<file path="config.mk">
export PLATFORM = sky130hd
export DESIGN_NAME = stall_aware_producer
export DESIGN_NICKNAME = d
export VERILOG_FILES = /design/src/rtl/producer_pkg.sv /design/src/rtl/producer_lane.sv /design/src/rtl/stall_aware_producer.sv
export SDC_FILE = /design/constraint.sdc
export NUM_CORES = 1
export LEC_CHECK = 0
export ABC_AREA = 1
export BUFFER_PORTS_ARGS = -buffer_cell sky130_fd_sc_hd__clkbuf_2
export CORE_MARGIN = 10
export CORE_UTILIZATION = 40
export CTS_CLUSTER_SIZE = 8
export DETAILED_ROUTE_END_ITERATION = 12
export PLACE_DENSITY_LB_ADDON = 0.15
export SETUP_SLACK_MARGIN = 0.1
export SLEW_MARGIN = 5
export SYNTH_ARGS = -nofsm -noshare
export SYNTH_HDL_FRONTEND = slang
export SYNTH_HIERARCHICAL = 1
export SYNTH_SLANG_ARGS = --single-unit
</file>
<file path="constraint.sdc">
create_clock -name clk -period 2.4 [get_ports clk]
set_clock_uncertainty 0.05 [all_clocks]
set_input_delay 0.48 -clock clk [delete_from_list [all_inputs] [get_ports clk]]
set_output_delay 0.48 -clock clk [all_outputs]
set_load 0.01 [all_outputs]
</file>
<file path="src/rtl/producer_pkg.sv">
// Shared types and constants for the stall-aware dual-lane producer.
package producer_pkg;

  typedef enum logic [1:0] {
    IDLE  = 2'd0,
    SEND  = 2'd1,
    FLUSH = 2'd2,
    DONE  = 2'd3
  } lane_state_t;

  localparam logic [3:0]  LANE1_TAG = 4'h1;
  localparam logic [3:0]  LANE2_TAG = 4'h2;
  localparam int unsigned SEQ_W     = 28;
  localparam int unsigned DATA_W    = 32;
  localparam int unsigned CNT_W     = 16;

endpackage

</file>
<file path="src/rtl/producer_lane.sv">
// One producer lane: tagged sequence generator with stall hold and periodic flush.
module producer_lane
  import producer_pkg::*;
#(
  parameter logic [3:0]  TAG          = LANE1_TAG,
  parameter int unsigned NUM_ITEMS    = 64,
  parameter int unsigned FLUSH_PERIOD = 16
) (
  input  logic              clk,
  input  logic              reset,
  input  logic              start,
  input  logic              stall,
  output logic [DATA_W-1:0] data,
  output logic              valid,
  output logic              flush,
  output logic [CNT_W-1:0]  accepted,
  output logic              is_done
);

  localparam logic [CNT_W-1:0] LAST_COUNT = NUM_ITEMS[CNT_W-1:0];
  localparam int unsigned      FP_SAFE    = (FLUSH_PERIOD == 0) ? 1 : FLUSH_PERIOD;
  localparam logic [CNT_W-1:0] FP_COUNT   = FP_SAFE[CNT_W-1:0];
  localparam bit               FLUSH_EN   = (FLUSH_PERIOD != 0);

  lane_state_t       state, state_nx;
  logic [SEQ_W-1:0]  seq, seq_nx;
  logic [CNT_W-1:0]  acc_nx, acc_inc;
  logic [DATA_W-1:0] data_nx;
  logic              valid_nx, flush_nx, done_nx;

  always_comb begin
    state_nx = state;
    seq_nx   = seq;
    acc_nx   = accepted;
    acc_inc  = accepted + 16'd1;
    case (state)
      IDLE: begin
        if (start) begin
          state_nx = SEND;
          seq_nx   = '0;
        end
      end
      SEND: begin
        if (!stall) begin
          acc_nx = acc_inc;
          seq_nx = seq + 28'd1;
          if (acc_inc == LAST_COUNT)
            state_nx = DONE;
          else if (FLUSH_EN && ((acc_inc % FP_COUNT) == '0))
            state_nx = FLUSH;
        end
      end
      FLUSH:   state_nx = SEND;
      DONE:    state_nx = DONE;
      default: state_nx = IDLE;
    endcase

    // Outputs are decoded from the next state so they leave the lane as flops.
    valid_nx = (state_nx == SEND);
    flush_nx = (state_nx == FLUSH);
    done_nx  = (state_nx == DONE);
    data_nx  = (state_nx == SEND || state_nx == FLUSH) ? {TAG, seq_nx} : '0;
  end

  always_ff @(posedge clk) begin
    if (reset) begin
      state    <= IDLE;
      seq      <= '0;
      accepted <= '0;
      data     <= '0;
      valid    <= 1'b0;
      flush    <= 1'b0;
      is_done  <= 1'b0;
    end else begin
      state    <= state_nx;
      seq      <= seq_nx;
      accepted <= acc_nx;
      data     <= data_nx;
      valid    <= valid_nx;
      flush    <= flush_nx;
      is_done  <= done_nx;
    end
  end

endmodule

</file>
<file path="src/rtl/stall_aware_producer.sv">
// Dual-lane producer honouring per-lane stalls; wires two independent lanes.
module stall_aware_producer
  import producer_pkg::*;
#(
  parameter int unsigned NUM_ITEMS    = 64,
  parameter int unsigned FLUSH_PERIOD = 16
) (
  input  logic        clk,
  input  logic        reset,
  input  logic        start,
  input  logic        stall_1,
  input  logic        stall_2,
  output logic [31:0] pipeline1_inputs,
  output logic [31:0] pipeline2_inputs,
  output logic [1:0]  in_valid,
  output logic        flush_1,
  output logic        flush_2,
  output logic [15:0] accepted_1,
  output logic [15:0] accepted_2,
  output logic        done
);

  logic valid_1, valid_2, done_1, done_2;

  producer_lane #(
    .TAG          (LANE1_TAG),
    .NUM_ITEMS    (NUM_ITEMS),
    .FLUSH_PERIOD (FLUSH_PERIOD)
  ) u_lane1 (
    .clk      (clk),
    .reset    (reset),
    .start    (start),
    .stall    (stall_1),
    .data     (pipeline1_inputs),
    .valid    (valid_1),
    .flush    (flush_1),
    .accepted (accepted_1),
    .is_done  (done_1)
  );

  producer_lane #(
    .TAG          (LANE2_TAG),
    .NUM_ITEMS    (NUM_ITEMS),
    .FLUSH_PERIOD (FLUSH_PERIOD)
  ) u_lane2 (
    .clk      (clk),
    .reset    (reset),
    .start    (start),
    .stall    (stall_2),
    .data     (pipeline2_inputs),
    .valid    (valid_2),
    .flush    (flush_2),
    .accepted (accepted_2),
    .is_done  (done_2)
  );

  assign in_valid = {valid_2, valid_1};
  assign done     = done_1 & done_2;

endmodule

</file>
==> run metrics <==
run status finished, final reports clean; final std cell area, no fill 9438 sq um; Site Rows 50; maximum fanout along the worst path 14; share of synthesized flip-flops with an asynchronous set or reset 0; total routing resource utilization after global routing 0.1584; vias per cell 4.837; H-tree levels 4; clock transition time at the flip-flop clock pins of the worst setup and hold paths 60 ps; DRC 0; Final setup violation count 0; Cells after Synth 1094; maximum VDD drop 516.4 uV; capturing element type of the critical path flip-flop; Sw Ratio 0.2530; area delta synth->final 23.94%; number of unique standard cell types used by synthesis 42; clock period minus worst slack 2276 ps; clock root buffer sky130_fd_sc_hd__clkbuf_16; total leakage power 4.078 nW; die extent in x 158.0 microns; placed cells 1428; fraction of met3 tracks used by global routing 0.04261; number of detailed-routing iterations run before antenna repair 7; area of the core 18710 sq um; Avg Inst Size Synth 6.961 sq um; busiest grt layer met2; antenna violations before repair 0; Vias 7106; worst hold slack 443.0 ps; Max-cap violations 0; kind of launch point of the worst setup path flip-flop; most common library cell in the layout ignoring fill and taps sky130_fd_sc_hd__nand2_1; fin nets 1239; required arrival time at the worst endpoint 2650 ps; global-route wire length before repair 32.13 mm; Hold Vio Cnt, Final 0; setup repair after global routing missed its margin yes; Tightest Hold Check Type in2reg; HPWL after detailed placement 14.25 mm; Setup CP Type reg2reg; part of the total power dissipated in sequential elements 0.465; cell area after synthesis 7615 sq um; met2 Track Usage GR 0.2640; final instance count without filler cells 1469; commonest cells after routing, fill and taps aside 210 x sky130_fd_sc_hd__nand2_1, 149 x sky130_fd_sc_hd__inv_1, 143 x sky130_fd_sc_hd__dfxtp_1, 140 x sky130_fd_sc_hd__nor2_1, 99 x sky130_fd_sc_hd__clkbuf_2; slew at the pin with the worst max-slew slack 581.2 ps; worst-case setup slack after placement -83.90 ps; Die Height 158.0 microns; IO Count 106; signal arrival time at the worst endpoint 2530 ps; remaining antenna violation count after routing 0; drt initial violations 425; Syn. warnings 6; Die Footprint 24960 sq um; Initial Util 0.4071; Skew-Pair Late Insertion Delay 420 ps; register bit total from synthesis 156; PnR worst setup slack 124.0 ps; maximum count of clock buffers along a single path 2; average wire per standard cell 13.60 microns; number of buffers added by the clock tree synthesis step 17; Routability Congestion 0.8743; count of flip-flops with a built-in enable after synthesis 0; net load switching power 0.001468 W; final number of max-transition violations 0; internal portion of total power 0.004334 W; power per standard cell area 614.8 nW/um^2; number of input and output port buffers inserted 99; most common flop cell mapped by yosys sky130_fd_sc_hd__dfxtp_1; Seq/Total Area, Yosys 0.4101; Ant. Diodes 0; TritonCTS clock tree done; total negative slack for setup checks 0 ps; TritonCTS Sinks 156; Clk network pwr share 0.449; maximum number of pins on one net before global-route repair 33; overall overflow remaining after global route 0; overall routed net length 19.98 mm; GR met1 Demand/Resource 0.1968; Logic pwr share 0.086; relative max-transition margin 0.6121; Period Utilization, post-route 0.9484; via count of the first global-routing pass 6526; fraction of final layout cells sized beyond drive strength 1 0.2389; FMAX 439.4 MHz; area after detailed placement 8507 sq um
synth_stat cells (14+ instances only):
library cell,count,area share
sky130_fd_sc_hd__nand2_1,213,0.10
sky130_fd_sc_hd__o21ai_1,17,0.011
sky130_fd_sc_hd__nand3_1,64,0.042
sky130_fd_sc_hd__inv_2,14,0.0069
sky130_fd_sc_hd__o211ai_1,23,0.023
sky130_fd_sc_hd__clkbuf_1,14,0.0069
sky130_fd_sc_hd__nor2_2,16,0.013
sky130_fd_sc_hd__a21oi_1,72,0.047
sky130_fd_sc_hd__nand4_1,23,0.019
sky130_fd_sc_hd__dfxtp_1,156,0.41
sky130_fd_sc_hd__o21ai_0,55,0.036
sky130_fd_sc_hd__nor2_1,156,0.077
sky130_fd_sc_hd__inv_1,153,0.075
sky130_fd_sc_hd__nor3_1,16,0.011
metal layers:
| metal | wire length, microns | vias to the layer above | share of wire |
|---|---|---|---|
| met2 | 9628 | 148 | 0.48 |
| met5 | 0 | - | 0 |
| met3 | 1001 | 11 | 0.050 |
| li1 | - | 3738 | - |
| met4 | 195 | 0 | 0.0098 |
| met1 | 9151 | 3209 | 0.46 |
area by class of cell:
cell class | instances | area, sq um
repair buffers | 141 | 852.1
flip-flops and latches | 156 | 3149
clock inverters | 8 | 86.33
clock buffers | 24 | 481.7
fillers | 1839 | 9268
multi-input cells | 737 | 3920
well taps | 234 | 292.8
inverters | 168 | 646.9
repair inverters | 1 | 8.758
cell families (layout without fill, tap and decap cells):
logic type	Yosys count	after routing	synth area share
other	2	6	0.0009862
adder cells (fa/ha/maj)	12	12	0.01972
XOR/XNOR	3	3	0.003451
AND/OR/NAND/NOR	534	534	0.3252
buffers and inverters	205	342	0.1089
flip-flops	156	156	0.4101
AO/OA/AOI/OAI	182	182	0.1316
what timing repair did:
| item | in CTS | in global routing |
|---|---|---|
| cloned | 0 | 1 |
| setup endpoints to repair | 53 | 57 |
| gates resized for setup | 23 | 55 |
| setup buffers | 1 | 7 |
| pin swaps | 6 | 12 |
| hold buffers | 0 | 0 |
sequential cells by signal (all words and copies together), names as in the netlist, 2 cells and up:
| signal | flops |
|---|---|
| u_lane1/data | 29 |
| u_lane2/data | 29 |
| u_lane1/seq | 28 |
| u_lane2/seq | 28 |
| u_lane1/accepted | 16 |
| u_lane2/accepted | 16 |
| u_lane1/state | 2 |
| u_lane2/state | 2 |
through the flow:
stage | total power (W) | util
6_report | 0.005802 | 0.5045
4_1_cts | 0.005844 | 0.4902
3_3_place_gp | 0.003201 | 0.4548
2_1_floorplan | 0.003030 | -
3_5_place_dp | 0.003203 | 0.4548
5_1_grt | 0.006051 | 0.5045
critical path, cell delays in order, from the launching register on:
cell and delay, ps:
sky130_fd_sc_hd__dfxtp_4 370, sky130_fd_sc_hd__ha_4 150, sky130_fd_sc_hd__nand2_4 70, sky130_fd_sc_hd__nor2_4 160, sky130_fd_sc_hd__buf_4 140, sky130_fd_sc_hd__xor2_2 160, sky130_fd_sc_hd__nor2_2 60, sky130_fd_sc_hd__nand2_1 50
sky130_fd_sc_hd__nor2_1 40, sky130_fd_sc_hd__nand3_1 90, sky130_fd_sc_hd__nand2_1 80, sky130_fd_sc_hd__nand2_2 70, sky130_fd_sc_hd__inv_2 50, sky130_fd_sc_hd__ha_4 280, sky130_fd_sc_hd__nor2_4 40, sky130_fd_sc_hd__inv_2 90
sky130_fd_sc_hd__buf_12 150, sky130_fd_sc_hd__nor2_1 50
power groups by stage:
stage	Combinational [W]	Clock [W]	Sequential, W
2_1_floorplan	0.000268	0	0.00276
3_3_place_gp	0.000453	0	0.00275
3_5_place_dp	0.000455	0	0.00275
4_1_cts	0.000474	0.00268	0.00269
5_1_grt	0.000557	0.00279	0.00270
6_report	0.000501	0.00260	0.00270
path summary, 6_finish.rpt:
check                      startpoint          endpoint  slack [ps]  cells past startpoint
setup / recovery  u_lane1/accepted[0]   u_lane1/data[3]         120                     17
hold / removal                  start  u_lane2/data[27]         440                      6
setup reg to reg  u_lane1/accepted[0]   u_lane1/data[3]         120                     17
hold reg to reg       u_lane1/seq[19]  u_lane1/data[19]         470                      2
No activity file was read; power rests on OpenSTA's default activity.
